==> src/rtl/store_wb_pkg.sv <==
// ============================================================================
// Module : store_wb_pkg
// Desc   : Shared constants, entry type and pointer helper for the
//          store write buffer.
// Rev    : 1.0 - initial release
// ============================================================================
`default_nettype none

package store_wb_pkg;

   localparam int AW_DEF = 32;
   localparam int DW_DEF = 32;

   // One buffered store: full byte address plus write data
   typedef struct packed {
      logic [AW_DEF-1:0] addr;
      logic [DW_DEF-1:0] data;
   } wb_entry_t;

   // Modulo-depth pointer increment; works for any depth, not only powers of 2
   function automatic int unsigned ptr_inc(input int unsigned ptr, input int unsigned depth);
      return (ptr + 32'd1 >= depth) ? 32'd0 : ptr + 32'd1;
   endfunction

endpackage

`default_nettype wire

==> src/rtl/wb_fifo_ctrl.sv <==
// ============================================================================
// Module : wb_fifo_ctrl
// Desc   : Head/tail pointers and occupancy counter for the store write
//          buffer. The caller guarantees push only when not full and pop
//          only when not empty.
// Rev    : 1.0 - initial release
// ============================================================================
`default_nettype none

module wb_fifo_ctrl
   import store_wb_pkg::*;
#(
   parameter int DEPTH = 4
) (
   input  logic                     clk,
   input  logic                     rst_n,
   input  logic                     i_push,
   input  logic                     i_pop,
   output logic [$clog2(DEPTH)-1:0] o_head,
   output logic [$clog2(DEPTH)-1:0] o_tail,
   output logic [$clog2(DEPTH):0]   o_count,
   output logic                     o_full,
   output logic                     o_empty
);

   localparam int c_PW = $clog2(DEPTH);
   localparam int c_CW = $clog2(DEPTH) + 1;

   logic [c_PW-1:0] r_head;
   logic [c_PW-1:0] r_tail;
   logic [c_CW-1:0] r_count;

   // Advance pointers on push/pop; the counter only moves when exactly one happens
   always_ff @(posedge clk or negedge rst_n) begin
      if (!rst_n) begin
         r_head  <= '0;
         r_tail  <= '0;
         r_count <= '0;
      end else begin
         if (i_push) begin
            r_tail <= c_PW'(ptr_inc(32'(r_tail), 32'(DEPTH)));
         end
         if (i_pop) begin
            r_head <= c_PW'(ptr_inc(32'(r_head), 32'(DEPTH)));
         end
         if (i_push && !i_pop) begin
            r_count <= r_count + c_CW'(1);
         end else if (!i_push && i_pop) begin
            r_count <= r_count - c_CW'(1);
         end
      end
   end

   assign o_head  = r_head;
   assign o_tail  = r_tail;
   assign o_count = r_count;
   assign o_full  = (r_count == c_CW'(DEPTH));
   assign o_empty = (r_count == '0);

endmodule

`default_nettype wire

==> src/rtl/store_write_buffer.sv <==
// ============================================================================
// Module : store_write_buffer
// Desc   : Posted-write buffer between the core data-memory write port and a
//          slower valid/ready memory bus, with store-to-load forwarding.
// Config : STORE_WRITE_BUFFER_MERGE_EN - coalesce a store into the youngest
//          entry when the word address matches.
// Rev    : 1.0 - initial release
// ============================================================================
`default_nettype none

module store_write_buffer
   import store_wb_pkg::*;
#(
   parameter int DEPTH = 4,
   parameter int AW    = AW_DEF,
   parameter int DW    = DW_DEF
) (
   input  logic                   clk,
   input  logic                   reset,
   input  logic                   MemWrite,
   input  logic [AW-1:0]          DataAdr,
   input  logic [DW-1:0]          WriteData,
   output logic                   Stall,
   input  logic [AW-1:0]          ReadAdr,
   output logic                   FwdHit,
   output logic [DW-1:0]          FwdData,
   output logic                   MValid,
   input  logic                   MReady,
   output logic [AW-1:0]          MAddr,
   output logic [DW-1:0]          MData,
   output logic                   Empty,
   output logic [$clog2(DEPTH):0] Count
);

   localparam int c_PW = $clog2(DEPTH);
   localparam int c_CW = $clog2(DEPTH) + 1;

   logic [AW-1:0]   r_addr [DEPTH];
   logic [DW-1:0]   r_data [DEPTH];

   logic [c_PW-1:0] w_head;
   logic [c_PW-1:0] w_tail;
   logic [c_PW-1:0] w_youngest;
   logic [c_CW-1:0] w_count;
   logic            w_full;
   logic            w_empty;
   logic            w_push;
   logic            w_pop;
   logic            w_merge;
   logic            w_hit;
   logic [DW-1:0]   w_fdata;
   logic            w_unused;

   wb_fifo_ctrl #(
      .DEPTH (DEPTH)
   ) u_ctrl (
      .clk     (clk),
      .rst_n   (reset),
      .i_push  (w_push),
      .i_pop   (w_pop),
      .o_head  (w_head),
      .o_tail  (w_tail),
      .o_count (w_count),
      .o_full  (w_full),
      .o_empty (w_empty)
   );

   assign w_youngest = w_tail - c_PW'(1);

`ifdef STORE_WRITE_BUFFER_MERGE_EN
   // Coalescing into the head is blocked while it is presented, so MData stays stable
   assign w_merge = MemWrite && !w_empty && (w_youngest != w_head) &&
                    (r_addr[w_youngest][AW-1:2] == DataAdr[AW-1:2]);
`else
   assign w_merge = 1'b0;
`endif

   // A dequeue in the same cycle does not free the slot for a stalled store
   assign Stall  = MemWrite && w_full && !w_merge;
   assign w_push = MemWrite && !Stall && !w_merge;
   assign w_pop  = !w_empty && MReady;

   // Entry storage: allocate at tail, or overwrite youngest data on a merge
   always_ff @(posedge clk) begin
      if (w_push) begin
         r_addr[w_tail] <= DataAdr;
         r_data[w_tail] <= WriteData;
      end else if (w_merge) begin
         r_data[w_youngest] <= WriteData;
      end
   end

   // Walk entries oldest to youngest so the last match seen is the youngest
   always_comb begin
      w_hit   = 1'b0;
      w_fdata = '0;
      for (int k = 0; k < DEPTH; k++) begin
         if ((c_CW'(k) < w_count) &&
             (r_addr[w_head + c_PW'(k)][AW-1:2] == ReadAdr[AW-1:2])) begin
            w_hit   = 1'b1;
            w_fdata = r_data[w_head + c_PW'(k)];
         end
      end
   end

   // Byte offset of the load address plays no part in the word match
   assign w_unused = ^ReadAdr[1:0];

   assign FwdHit  = w_hit;
   assign FwdData = w_fdata;
   assign MValid  = !w_empty;
   assign MAddr   = w_empty ? '0 : r_addr[w_head];
   assign MData   = w_empty ? '0 : r_data[w_head];
   assign Empty   = w_empty;
   assign Count   = w_count;

endmodule

`default_nettype wire

==> config.mk <==
export PLATFORM = sky130hd
export DESIGN_NAME = store_write_buffer
export DESIGN_NICKNAME = d
export VERILOG_FILES = /design/src/rtl/store_wb_pkg.sv /design/src/rtl/wb_fifo_ctrl.sv /design/src/rtl/store_write_buffer.sv
export SDC_FILE = /design/constraint.sdc
export NUM_CORES = 1
export LEC_CHECK = 0
export BUFFER_PORTS_ARGS = -buffer_cell sky130_fd_sc_hd__buf_4
export CAP_MARGIN = 5
export CORE_ASPECT_RATIO = 0.8
export CORE_UTILIZATION = 40
export DETAILED_ROUTE_END_ITERATION = 7
export REMOVE_ABC_BUFFERS = 1
export SETUP_SLACK_MARGIN = 0.15
export SYNTH_ARGS = -nofsm -noshare
export SYNTH_HDL_FRONTEND = slang
export SYNTH_SLANG_ARGS = --single-unit
==> constraint.sdc <==
create_clock -name clk -period 6.4 [get_ports clk]
set_input_delay 0.64 -clock clk [delete_from_list [all_inputs] [get_ports clk]]
set_output_delay 0.64 -clock clk [all_outputs]
set_load 0.02 [all_outputs]
==> flow_summary.yaml <==
routing:
  drtIter0Drc: 1027
  detail_route.first_pass.iterations: 5
  detail_route.wl_per_cell_um: 25.37
  routed-via-count: 12390
  viasPerCell: 6.148
  wirelength_mm: 51.13
  route.detailed.drc: 0
  antenna_left: 0
grt:
  grt.overflow.total: 0
  grt_use_total_pct: 22.15
  initial_antenna_violation_count: 3
  vias_in_the_first_global_route: 12060
  grt_pass1_wl_mm: 75.65
  grt_start_max_net_pins: 151
floorplanning:
  placementRows: 69
  fp.dieArea_um2: 45810
  die_h_um: 191.6
  floorplan.io_pins: 203
  initial_core_util_pct: 40.52
  core_area_um2: 44380
  die_width_um: 239.0
sta:
  timing_worst_slew_pin_value_ns: 0.9222
  setup_repair_after_global_routing_missed_its_margin: "false"
  period_share_pct: 91.09
  min_period_ns: 5.830
  setup_viol: 0
  timing_hold_violations_final: 0
  fin_skew_ns: 0.02184
  slew-limit-headroom_pct: 38.52
  maxClockFrequency_mhz: 171.5
  drv_slew: 0
synthesis:
  yosysMostFrequentCell: "edfxtp_1"
  netlist_instances: 1257
  number_of_enable_type_register_cells_in_the_synthesized_netlist: 256
  ys.flop_type: "edfxtp_1"
  synth.top_cells.by_area: "edfxtp_1 (43%), mux4_2 (27%), xnor2_1 (3.9%), mux2i_1 (3.6%), o21ai_0 (2.0%)"
  register_area_share_after_synthesis_pct: 43.73
  synth.avg_cell_area_um2: 14.30
  post_synth_top_area_cell: "edfxtp_1"
  async_flop_share_pct: 2.662
  yosys_register_bits: 263
  synth_cell_area_um2: 17980
  unique_cell_type_count_in_the_yosys_netlist: 72
  synth_top_cells_by_count: "edfxtp_1 (256), mux4_2 (212), xnor2_1 (81)"
  ys_warn_count: 0
  synth.top_cell.area_share_pct: 42.75
worst_setup_path:
  critPathKind: "register to output pin"
  timing.critical_path.fanout_max: 106
  critical_path.max_stage_delay_ns: 0.67
  crit_path_cell_trace: "buf_12 -> mux4_2 -> xnor2_1 -> nand4_1 -> a2111oi_0 -> nand4_1 -> o21a_1 -> buf_4 -> a211oi_1 -> o22a_1 -> buf_4"
  timing.critical_path.slowest_stage_cell: "dfrtp_4"
  cp_num_buf_inv: 3
  timing.critical_path.required_ns: 5.76
  start_kind: "register"
  end_kind: "output pin"
  worst-endpoint-arrival_ns: 5.19
  crit_family: "compound AO/OA/AOI/OAI gates"
run:
  drv.max_cap_violation_count: 0
placement:
  numPortBuffers: 200
  post-dp-hpwl_mm: 34.06
  placed_cells_incl_taps: 1955
  globalplace.congestion: 0.9056
  placed_cell_area_um2: 19860
clock_network:
  clkLatencyLatePin_ns: 0.57
  number_of_levels_the_h_tree_was_split_into: 1
  clock_tree.buffer_depth: 3
  cts_inserted_buffers: 30
  cts_tree: "built"
  clk_pin_slew_worst_paths_ns: 0.06
  number_of_sinks_on_the_clock_net: 263
  cts_root_buffer: "clkbuf_16"
layout:
  final_area_um2: 20880
  area.growth.synth_to_final_pct: 16.12
  num-fill-cells: 3934
  nets: 1496
  final_util_pct: 47.05
  final_cell_count_no_fill: 2015
  layout.area.seq_um2: 7870
  multiInputGateArea_um2: 9338
  drive_above_1_share_pct: 36.74
power_and_ir_drop:
  power_switching_mw: 4.359
  clock_group_share_of_total_power_pct: 15.5
  power.share.switching_pct: 40.31
  power_report.internal_total_mw: 6.454
  sequentialPowerShare_pct: 23.8
  power_per_cell_area_nw_per_um2: 517.9
  leakage_power_summed_over_all_cells_nw: 7.095
  maximum_vdd_drop_mv: 0.3945
  combinationalPowerShare_pct: 60.7
status:
  status: "complete, no violations"
min_path:
  worstHoldPathType: "input pin to register"
[sequential cells by signal (all words and copies together), names as in the netlist]
signal          cells
r_addr            128
r_data            128
u_ctrl.o_count      3
u_ctrl.o_head       2
u_ctrl.o_tail       2
[cells by family (layout without fill, tap and decap cells)]
group,after synthesis,after routing,share of synthesized area [%]
AO/OA/AOI/OAI,217,217,8.434
multiplexers,293,293,31.34
buffers and inverters,176,329,4.593
adder cells (fa/ha/maj),10,10,0.6958
flip-flops,263,263,43.73
other,0,2,0
AND/OR/NAND/NOR,195,195,6.026
XOR/XNOR,103,103,5.184
[worst reg2reg max path, cell delays in order, from the launching register on]
cell      delay [ns]
dfrtp_1         0.50
inv_1           0.11
ha_1            0.25
a21boi_1        0.54
and2_4          0.55
buf_4           0.70
[timing repair]
| item | 4_1_cts | 5_1_grt |
|---|---|---|
| endpoints found under the setup margin | 0 | 1 |
| gates resized for setup | 0 | 1 |
| setup buffers | 0 | 1 |
| endpoints found under the hold margin | 7 | 0 |
| hold buffers | 1 | 0 |
[placed cells by master, fill, tap and decap left out, types with 14 or more instances in the layout]
master,netlist,routed
nand4_1,20,20
nand3_1,38,38
o22a_1,32,32
edfxtp_1,256,256
mux4_2,212,212
xnor2_1,81,81
mux2i_1,65,65
nand2_1,26,26
clkbuf_16,0,31
nor2_1,22,22
inv_1,48,48
o21ai_0,73,73
mux2_2,14,14
and2_1,57,53
buf_4,13,218
xor2_1,18,18
a211oi_1,38,38
[metrics by stage]
stage / hold slack, ns / setup TNS, ns / power [mW] / setup slack [ns]
6_report: 0.2710 / 0 / 10.81 / 0.5703
3_5_place_dp: 0.4651 / 0 / 9.114 / 1.050
3_3_place_gp: 0.4634 / 0 / 9.071 / 1.063
2_1_floorplan: 0.3444 / -573.51 / 7.826 / -10.04
5_1_grt: 0.2456 / 0 / 11.42 / 0.2781
4_1_cts: 0.2350 / 0 / 10.82 / 0.4340
[final cells by class]
class	instances	share of cell area, %
Multi-Input combinational cell	818	44.72
Sequential cell	263	37.69
Timing Repair Buffer	224	8.401
Clock buffer	33	3.751
Tap cell	603	3.613
Clock inverter	23	0.9168
Inverter	49	0.8809
Antenna cell	2	0.02397
[path summary, 6_finish.rpt]
path	from	end	slack (ns)	depth (start not counted)
worst max-delay path	u_ctrl.o_head[0]	FwdData[1]	0.57	11
worst min-delay path	DataAdr[16]	r_addr[3][16]	0.27	1
worst max register to register	u_ctrl.o_count[0]	r_data[1][16]	3.36	5
worst min register to register	u_ctrl.o_tail[0]	u_ctrl.o_tail[0]	0.62	3
max in group asynchronous	reset	u_ctrl.o_head[1]	5.80	2
min in group asynchronous	reset	u_ctrl.o_tail[0]	0.46	2
[layer usage]
layer | share of wire, % | global-route usage (%) | wire length, µm
met2 | 47 | 35.02 | 23950
met3 | 10 | 5.231 | 5232
met1 | 41 | 31.10 | 21050
met5 | 0.018 | 0 | 9
met4 | 1.7 | 4.832 | 890
[power by group through the flow]
stage / clock, mW / combinational, mW / sequential, mW
floorplan: 0 / 4.94 / 2.88
global placement: 0 / 6.50 / 2.58
detailed placement: 0 / 6.51 / 2.60
CTS: 1.71 / 6.54 / 2.56
global route: 1.77 / 7.04 / 2.61
finish: 1.68 / 6.56 / 2.57
Power figures use the tool's default switching activity.
